==> config.mk <==
export PLATFORM = sky130hd
export DESIGN_NAME = fdc_sync
export DESIGN_NICKNAME = d
export VERILOG_FILES = /design/src/rtl/fdc_sync.sv
export SDC_FILE = /design/constraint.sdc
export NUM_CORES = 1
export LEC_CHECK = 0
export CAP_MARGIN = 5
export CORE_MARGIN = 3
export CORE_UTILIZATION = 44
export CTS_BUF_LIST = sky130_fd_sc_hd__clkbuf_8
export CTS_CLUSTER_DIAMETER = 120
export DETAILED_ROUTE_END_ITERATION = 10
export MAX_ROUTING_LAYER = met4
export PLACE_DENSITY = 0.68
export RECOVER_POWER = 100
export SYNTH_ARGS = -nofsm -noshare
export SYNTH_HDL_FRONTEND = slang
export SYNTH_SLANG_ARGS = --single-unit
==> constraint.sdc <==
create_clock -name clk -period 2.5 [get_ports clk]
set_clock_uncertainty 0.15 [all_clocks]
set_input_delay 0.375 -clock clk [delete_from_list [all_inputs] [get_ports clk]]
set_output_delay 0.375 -clock clk [all_outputs]
set_load 0.01 [all_outputs]
==> src/rtl/fdc_sync.sv <==
// fdc_sync: frequency-to-digital converter that counts FPTAT rising edges inside
// a window of win_len FREF rising edges. Both inputs are asynchronous to clk.
//
// Ports:
//   clk, reset        system clock, synchronous active-high reset
//   start             single-cycle request for one measurement (ignored while busy)
//   cont              continuous mode: re-arm after every completed window
//   win_len[REF_W]    window length in FREF rising edges (0 treated as 1)
//   FREF, FPTAT       asynchronous reference / measured frequencies
//   data[PTAT_W]      FPTAT edge count of the last completed window
//   overflow          last completed window saturated the counter
//   data_valid        one-cycle pulse when data/overflow update
//   busy              high while a measurement is armed, counting or finishing
`timescale 1ns/1ps

module fdc_sync #(
    parameter int unsigned REF_W       = 4,
    parameter int unsigned PTAT_W      = 8,
    parameter int unsigned SYNC_STAGES = 2
) (
    input  logic              clk,
    input  logic              reset,
    input  logic              start,
    input  logic              cont,
    input  logic [REF_W-1:0]  win_len,
    input  logic              FREF,
    input  logic              FPTAT,
    output logic [PTAT_W-1:0] data,
    output logic              overflow,
    output logic              data_valid,
    output logic              busy
);

    localparam logic [PTAT_W-1:0] PTAT_MAX = {PTAT_W{1'b1}};

    typedef enum logic [1:0] {
        IDLE  = 2'd0,
        ARM   = 2'd1,
        COUNT = 2'd2,
        DONE  = 2'd3
    } state_t;

    // Synchroniser chains plus one edge-detect flop per input
    logic [SYNC_STAGES-1:0] ref_sync_q;
    logic [SYNC_STAGES-1:0] ptat_sync_q;
    logic                   ref_dly_q;
    logic                   ptat_dly_q;
    logic                   ref_rise_c;
    logic                   ptat_rise_c;

    state_t              state_q, state_d;
    logic [PTAT_W-1:0]   ptat_cnt_q, ptat_cnt_d;
    logic [REF_W-1:0]    ref_cnt_q, ref_cnt_d;
    logic [REF_W-1:0]    win_q, win_d;
    logic                sat_q, sat_d;
    logic [PTAT_W-1:0]   data_d;
    logic                overflow_d;
    logic                data_valid_d;
    logic                busy_d;

    // Synchronise the two asynchronous frequencies into the clk domain
    always_ff @(posedge clk) begin
        if (reset) begin
            ref_sync_q  <= '0;
            ptat_sync_q <= '0;
            ref_dly_q   <= 1'b0;
            ptat_dly_q  <= 1'b0;
        end else begin
            ref_sync_q  <= {ref_sync_q[SYNC_STAGES-2:0], FREF};
            ptat_sync_q <= {ptat_sync_q[SYNC_STAGES-2:0], FPTAT};
            ref_dly_q   <= ref_sync_q[SYNC_STAGES-1];
            ptat_dly_q  <= ptat_sync_q[SYNC_STAGES-1];
        end
    end

    // Single-cycle rising-edge pulses
    assign ref_rise_c  = ref_sync_q[SYNC_STAGES-1]  & ~ref_dly_q;
    assign ptat_rise_c = ptat_sync_q[SYNC_STAGES-1] & ~ptat_dly_q;

    // State and datapath registers
    always_ff @(posedge clk) begin
        if (reset) begin
            state_q    <= IDLE;
            ptat_cnt_q <= '0;
            ref_cnt_q  <= '0;
            win_q      <= REF_W'(1);
            sat_q      <= 1'b0;
            data       <= '0;
            overflow   <= 1'b0;
            data_valid <= 1'b0;
            busy       <= 1'b0;
        end else begin
            state_q    <= state_d;
            ptat_cnt_q <= ptat_cnt_d;
            ref_cnt_q  <= ref_cnt_d;
            win_q      <= win_d;
            sat_q      <= sat_d;
            data       <= data_d;
            overflow   <= overflow_d;
            data_valid <= data_valid_d;
            busy       <= busy_d;
        end
    end

    // Next-state and next-output logic. Results are loaded on the closing edge
    // so data, overflow and data_valid all change together while in DONE.
    always_comb begin
        state_d      = state_q;
        ptat_cnt_d   = ptat_cnt_q;
        ref_cnt_d    = ref_cnt_q;
        win_d        = win_q;
        sat_d        = sat_q;
        data_d       = data;
        overflow_d   = overflow;
        data_valid_d = 1'b0;

        case (state_q)
            IDLE: begin
                if (start || cont) begin
                    state_d = ARM;
                end
            end
            ARM: begin
                if (ref_rise_c) begin
                    ptat_cnt_d = '0;
                    ref_cnt_d  = '0;
                    sat_d      = 1'b0;
                    win_d      = (win_len == '0) ? REF_W'(1) : win_len;
                    state_d    = COUNT;
                end
            end
            COUNT: begin
                if (ptat_rise_c) begin
                    if (ptat_cnt_q == PTAT_MAX) begin
                        sat_d = 1'b1;
                    end else begin
                        ptat_cnt_d = ptat_cnt_q + PTAT_W'(1);
                    end
                end
                if (ref_rise_c) begin
                    ref_cnt_d = ref_cnt_q + REF_W'(1);
                    // A coincident ptat_rise is already folded into ptat_cnt_d
                    if (ref_cnt_q == win_q - REF_W'(1)) begin
                        state_d      = DONE;
                        data_d       = ptat_cnt_d;
                        overflow_d   = sat_d;
                        data_valid_d = 1'b1;
                    end
                end
            end
            DONE: begin
                state_d = cont ? ARM : IDLE;
            end
            default: begin
                state_d = IDLE;
            end
        endcase

        busy_d = (state_d != IDLE);
    end

endmodule
[Word-level counts from Yosys, hierarchy flattened]
Index checks and enable logic that the tools add are counted.
W data, S select, Z words.
Word-level totals
  memories kept: 0
  output and inout bits: 11
  bits in registers: 36
  memory bits (read-only): 0
  input port bits: 10
  latch bits: 0
  RAM bits: 0
Cells by class
  shift operators: 0
  muxes and demuxes: 19
  reductions and logical operators: 10
  add/sub/neg operators: 3
  magnitude comparators: 0
  $mul: 0
  equal/unequal tests: 7
  bitwise operators: 6
  div/mod/pow operators: 0
Operator list (number)
  $mux W8: 3
  $pmux W8 S2: 1
  $mux W4: 3
  $add A8 B1 Y8 const B: 1
  $eq A8 B8 Y1 const B: 1
  $mux W2: 4
  $pmux W2 S4: 1
  $pmux W4 S2: 1
  $reduce_and A3 Y1: 2
  $mux W1: 5
  $add A4 B1 Y4 const B: 1
  $eq A2 B2 Y1 const B: 2
  $eq A4 B4 Y1: 1
  $logic_not A4 Y1: 1
  $ne A2 B2 Y1 const B: 2
  $not A1 Y1: 4
  $reduce_and A2 Y1: 2
  $reduce_bool A2 Y1: 2
  $sub A4 B1 Y4 const B: 1
  $reduce_or A3 Y1: 1
  $and A1 B1 Y1: 2
  $eq A2 B1 Y1 const B: 1
  $logic_not A2 Y1: 1
  $pmux W1 S2: 1
  $logic_or A1 B1 Y1: 1

[Logic depth before layout (Yosys ltp)]
  depth in word-level cells: 6
  depth in mapped cells: 8
  mapped depth without buffers: 7

[Least setup slack after synthesis]
Ideal clock, no wire load.
  path kind: register to register
  start point: register win_q[0]
  end point: register data[6]
  path slack: 632 ps
  clock period less this slack: 1868 ps
  setup time: 128 ps
  buffers on the path: 1
  arrival: 1590 ps
  stages on the path, launching flop included: 9
  data required time: 2222 ps
  path through: dfxtp_1 > inv_1 > ha_1 > xor2_1 > nand4_4 > nor2_4 > buf_8 > mux2i_1 > nor2_1
Between the ends
  word-level cells in the longest chain between the ends: 3
Ends and longest elaborated chain
  start, declared: RTL line 54  | logic [REF_W-1:0] win_q, win_d;
  start signal, assigned: RTL line 96  | win_q <= win_d;
  $sub A4 B1 Y4: RTL line 143  | if (ref_cnt_q == win_q - REF_W'(1)) begin
  $eq A4 B4 Y1: RTL line 143
  $reduce_and A3 Y1 (no line)
  end signal, assigned: RTL line 98  | data <= data_d;
  end, declared: RTL line 28  | output logic [PTAT_W-1:0] data,
No other way between the ends.
A chain may end at the register's enable or synchronous reset.

[Worst setup path in the final report]
  start point: input reset
  end point: register data[5]
RTL lines
  start, declared: RTL line 22  | input logic reset,
No word-level cell between the ends.

==> impl_metrics.json <==
{
  "max_cap_violations": 1,
  "drt_iter0_markers": 72,
  "cts_setup_buffers": 0,
  "routedWlPerCell_um": 12.7,
  "clkTransAtPathRegs_ns": 0.07,
  "clock.fmax_mhz": 465,
  "cts_root_buffer": "clkbuf_8",
  "whs_path_depth": 1,
  "leakagePower_uw": 0.000730,
  "grt.overflow.total": 0,
  "drt-total-wl_mm": 3.21,
  "cts_tree": "done",
  "avgSynthCellArea_sq_um": 9.06,
  "boundaryPins": 21,
  "muxShareOfSynthArea_pct": 5.51,
  "cts-htree-levels": 2,
  "synth.distinct_cells": 47,
  "crit_type": "input pin to register",
  "drcViolationCount": 0,
  "n_antenna_cell": 0,
  "die_x_um": 68.2,
  "synth_nets": 201,
  "yosys.area_share.simple_pct": 27.8,
  "synth_top_family_by_area": "simple AND/OR/NAND/NOR gates",
  "ys.flop_type": "dfxtp_1",
  "start_kind": "input pin",
  "ys_seq_area_share_pct": 42.3,
  "start_util_pct": 48.4,
  "die-area_sq_mm": 0.00465,
  "vias_per_cell": 5.37,
  "grt_usage_pct": 16.0,
  "finalSetupTns_ns": 0,
  "synth_edf_count": 0,
  "cp.required_ns": 2.44,
  "path_buf_inv": 2,
  "dpl.hpwl_mm": 2.32,
  "drive_gt1_share_pct": 8.70,
  "path_cells": "clkdlybuf4s50_1 -> clkbuf_1 -> nor3_1",
  "hold_class": "register to register",
  "insertion_delay_ns": 0.28,
  "path_max_fanout": 36,
  "crit-reg2reg-launch": "win_q[0]",
  "antenna_found_initial": 0,
  "synth-compound-area-share_pct": 13.7,
  "synthArstFlopShare_pct": 0,
  "rr_worst_depth": 7,
  "holdPathEnd": "ptat_sync_q[1]",
  "p_per_area_mw_per_mm2": 568,
  "synthAdderAreaFrac_pct": 2.20,
  "portBuffers": 20,
  "gp_congestion": 0.864,
  "grt_pass1_wl_mm": 5.44,
  "setup_viol": 0,
  "ant_nets": 0,
  "core_area_sq_mm": 0.00352,
  "design_area_sq_mm": 0.00199,
  "cp_slowest_cell": "clkbuf_1",
  "synth_warnings": 0,
  "violations": "capacitance limit, slew limit",
  "synth_seq_cells": 36,
  "cp-end-kind": "register",
  "peakVddDrop_uv": 391,
  "grt_max_degree": 37,
  "hold_viol": 0,
  "maxSlewViolCount": 36,
  "dpl-instance-area_sq_mm": 0.00191,
  "syn_inst": 188,
  "first_pass_iters": 4,
  "cts_buffers": 5,
  "nets": 219,
  "reg2reg_to": "data[6]",
  "worstHoldStart": "ptat_sync_q[0]",
  "cts.sinks": 36,
  "status": "finished with violations",
  "cp_slowest_stage_delay_ns": 1.08,
  "max-slew-margin-rel_pct": -0.293,
  "dieHeight_um": 68.2,
  "layout_min_cycle_time_ns": 2.15,
  "area_delta_synth_final_pct": 17.1,
  "cp.arrival_ns": 2.09,
  "grt_pass1_vias": 1271,
  "rsz0062_at_grt": "false",
  "clock_path_buffers": 2,
  "rrSetupSlack_ns": 0.36,
  "dr_total_vias": 1359,
  "cp_top_family": "buffers and inverters",
  "worst_pin_slew_ns": 1.50,
  "placementRows": 21,
  "synth-xor-area-share_pct": 4.41,
  "fin_crit_sh_pct": 86.0,
  "netlist_area_sq_mm": 0.00170,
  "postCtsHoldBufs": 0,
  "post_cts_resized": 0,
  "nFillCells": 326
}
-- cells in the final DEF, fill, tap and decap left out, types with 2 or more instances in the layout --
cell,count
dlygate4sd3_1,11
nand2_1,17
clkbuf_8,5
a22oi_1,2
or3_1,2
o21ai_0,4
nor2_2,3
ha_1,3
nor2b_1,7
a211oi_1,4
xor2_1,3
a31oi_1,2
inv_1,3
mux2i_1,6
and3_1,4
a21oi_1,19
nand3b_1,2
clkdlybuf4s50_1,9
xnor2_1,3
mux2_2,3
nand3_1,3
dfxtp_1,36
nor2_1,19
nor3_1,11
nand2b_1,3
nand4_1,3
-- sequential cells by signal (all words and copies together), names as in the netlist --
signal       flops
ref_cnt_q        4
state_q          2
ref_sync_q       2
sat_q            1
ptat_dly_q       1
data             8
busy             1
ptat_sync_q      2
ptat_cnt_q       8
ref_dly_q        1
win_q            4
overflow         1
data_valid       1
-- where the power goes --
part / internal (uW) / switching, uW
Combinational: 27.9 / 28.6
Clock: 292 / 196
Sequential: 582 / 6.46
Total: 902 / 231
-- cell families (layout without fill, tap and decap cells) --
group / Yosys count / after routing
compound gates: 37 / 37
xor+xnor: 7 / 7
fa+ha+maj: 3 / 3
buf+inv: 12 / 31
flops: 36 / 36
mux: 9 / 9
simple gates: 84 / 84
-- how the worst max path moves through the flow --
stage / endpoint / depth (start not counted) / start / slack [ns]
after CTS: data[6] / 7 / win_q[0] / 0.37
final: data[5] / 3 / reset / 0.35
after detailed placement: data[6] / 7 / win_q[0] / 0.39
after global routing: ref_cnt_q[2] / 3 / reset / 0.19
after global placement: data[5] / 7 / win_q[0] / 0.51
after floorplan: data[6] / 8 / win_q[0] / 0.63
-- metal layers --
layer  track usage, %  routed length [um]
met1             19.8                1550
met2             25.5                1500
met3             3.45                 147
met4             6.20                  19
met5                -                   0
-- synthesized netlist by cell type, types with 2 or more instances --
library cell,count,share of area [%]
a21oi_1,19,5.6
inv_1,2,0.44
and3_1,4,1.5
nand2_1,17,3.7
a211oi_1,2,0.88
xor2_1,3,1.5
nor2b_1,7,2.6
nand2b_1,3,1.1
a211oi_2,3,2.2
dfxtp_1,36,42
mux2i_1,6,3.5
ha_1,3,2.2
nand3b_1,2,0.88
nor2_1,19,4.2
nor2_2,3,1.1
nand3_1,3,0.88
xnor2_1,3,1.5
a22oi_1,2,0.88
buf_2,2,0.59
mux2_2,3,2.0
nor3_1,10,2.9
or3_1,2,0.73
o21ai_0,4,1.2
nand4_1,3,1.1
a31oi_1,2,0.73
clkbuf_1,4,0.88
-- layout make-up --
class | count | area [sq um] | area share [%]
Inverter | 2 | 7.51 | 0.376
Clock buffer | 5 | 68.8 | 3.45
Multi-Input combinational cell | 140 | 897 | 45.0
Tap cell | 46 | 57.6 | 2.89
Sequential cell | 36 | 721 | 36.1
Timing Repair Buffer | 21 | 204 | 10.2
Clock inverter | 3 | 38.8 | 1.94
-- per-stage QoR --
stage          total power [uW]  setup WS, ns  utilization, %  hold slack, ns  instances
3_3_place_gp                658         0.509            54.1           0.268        245
6_report                   1130         0.350            56.6           0.288        253
4_1_cts                    1150         0.369            57.2           0.294        253
5_1_grt                    1170         0.189            56.6           0.312        253
2_1_floorplan               635         0.632               -           0.264        188
3_5_place_dp                660         0.391            54.1           0.278        245
(Power assumes the default switching activity.)
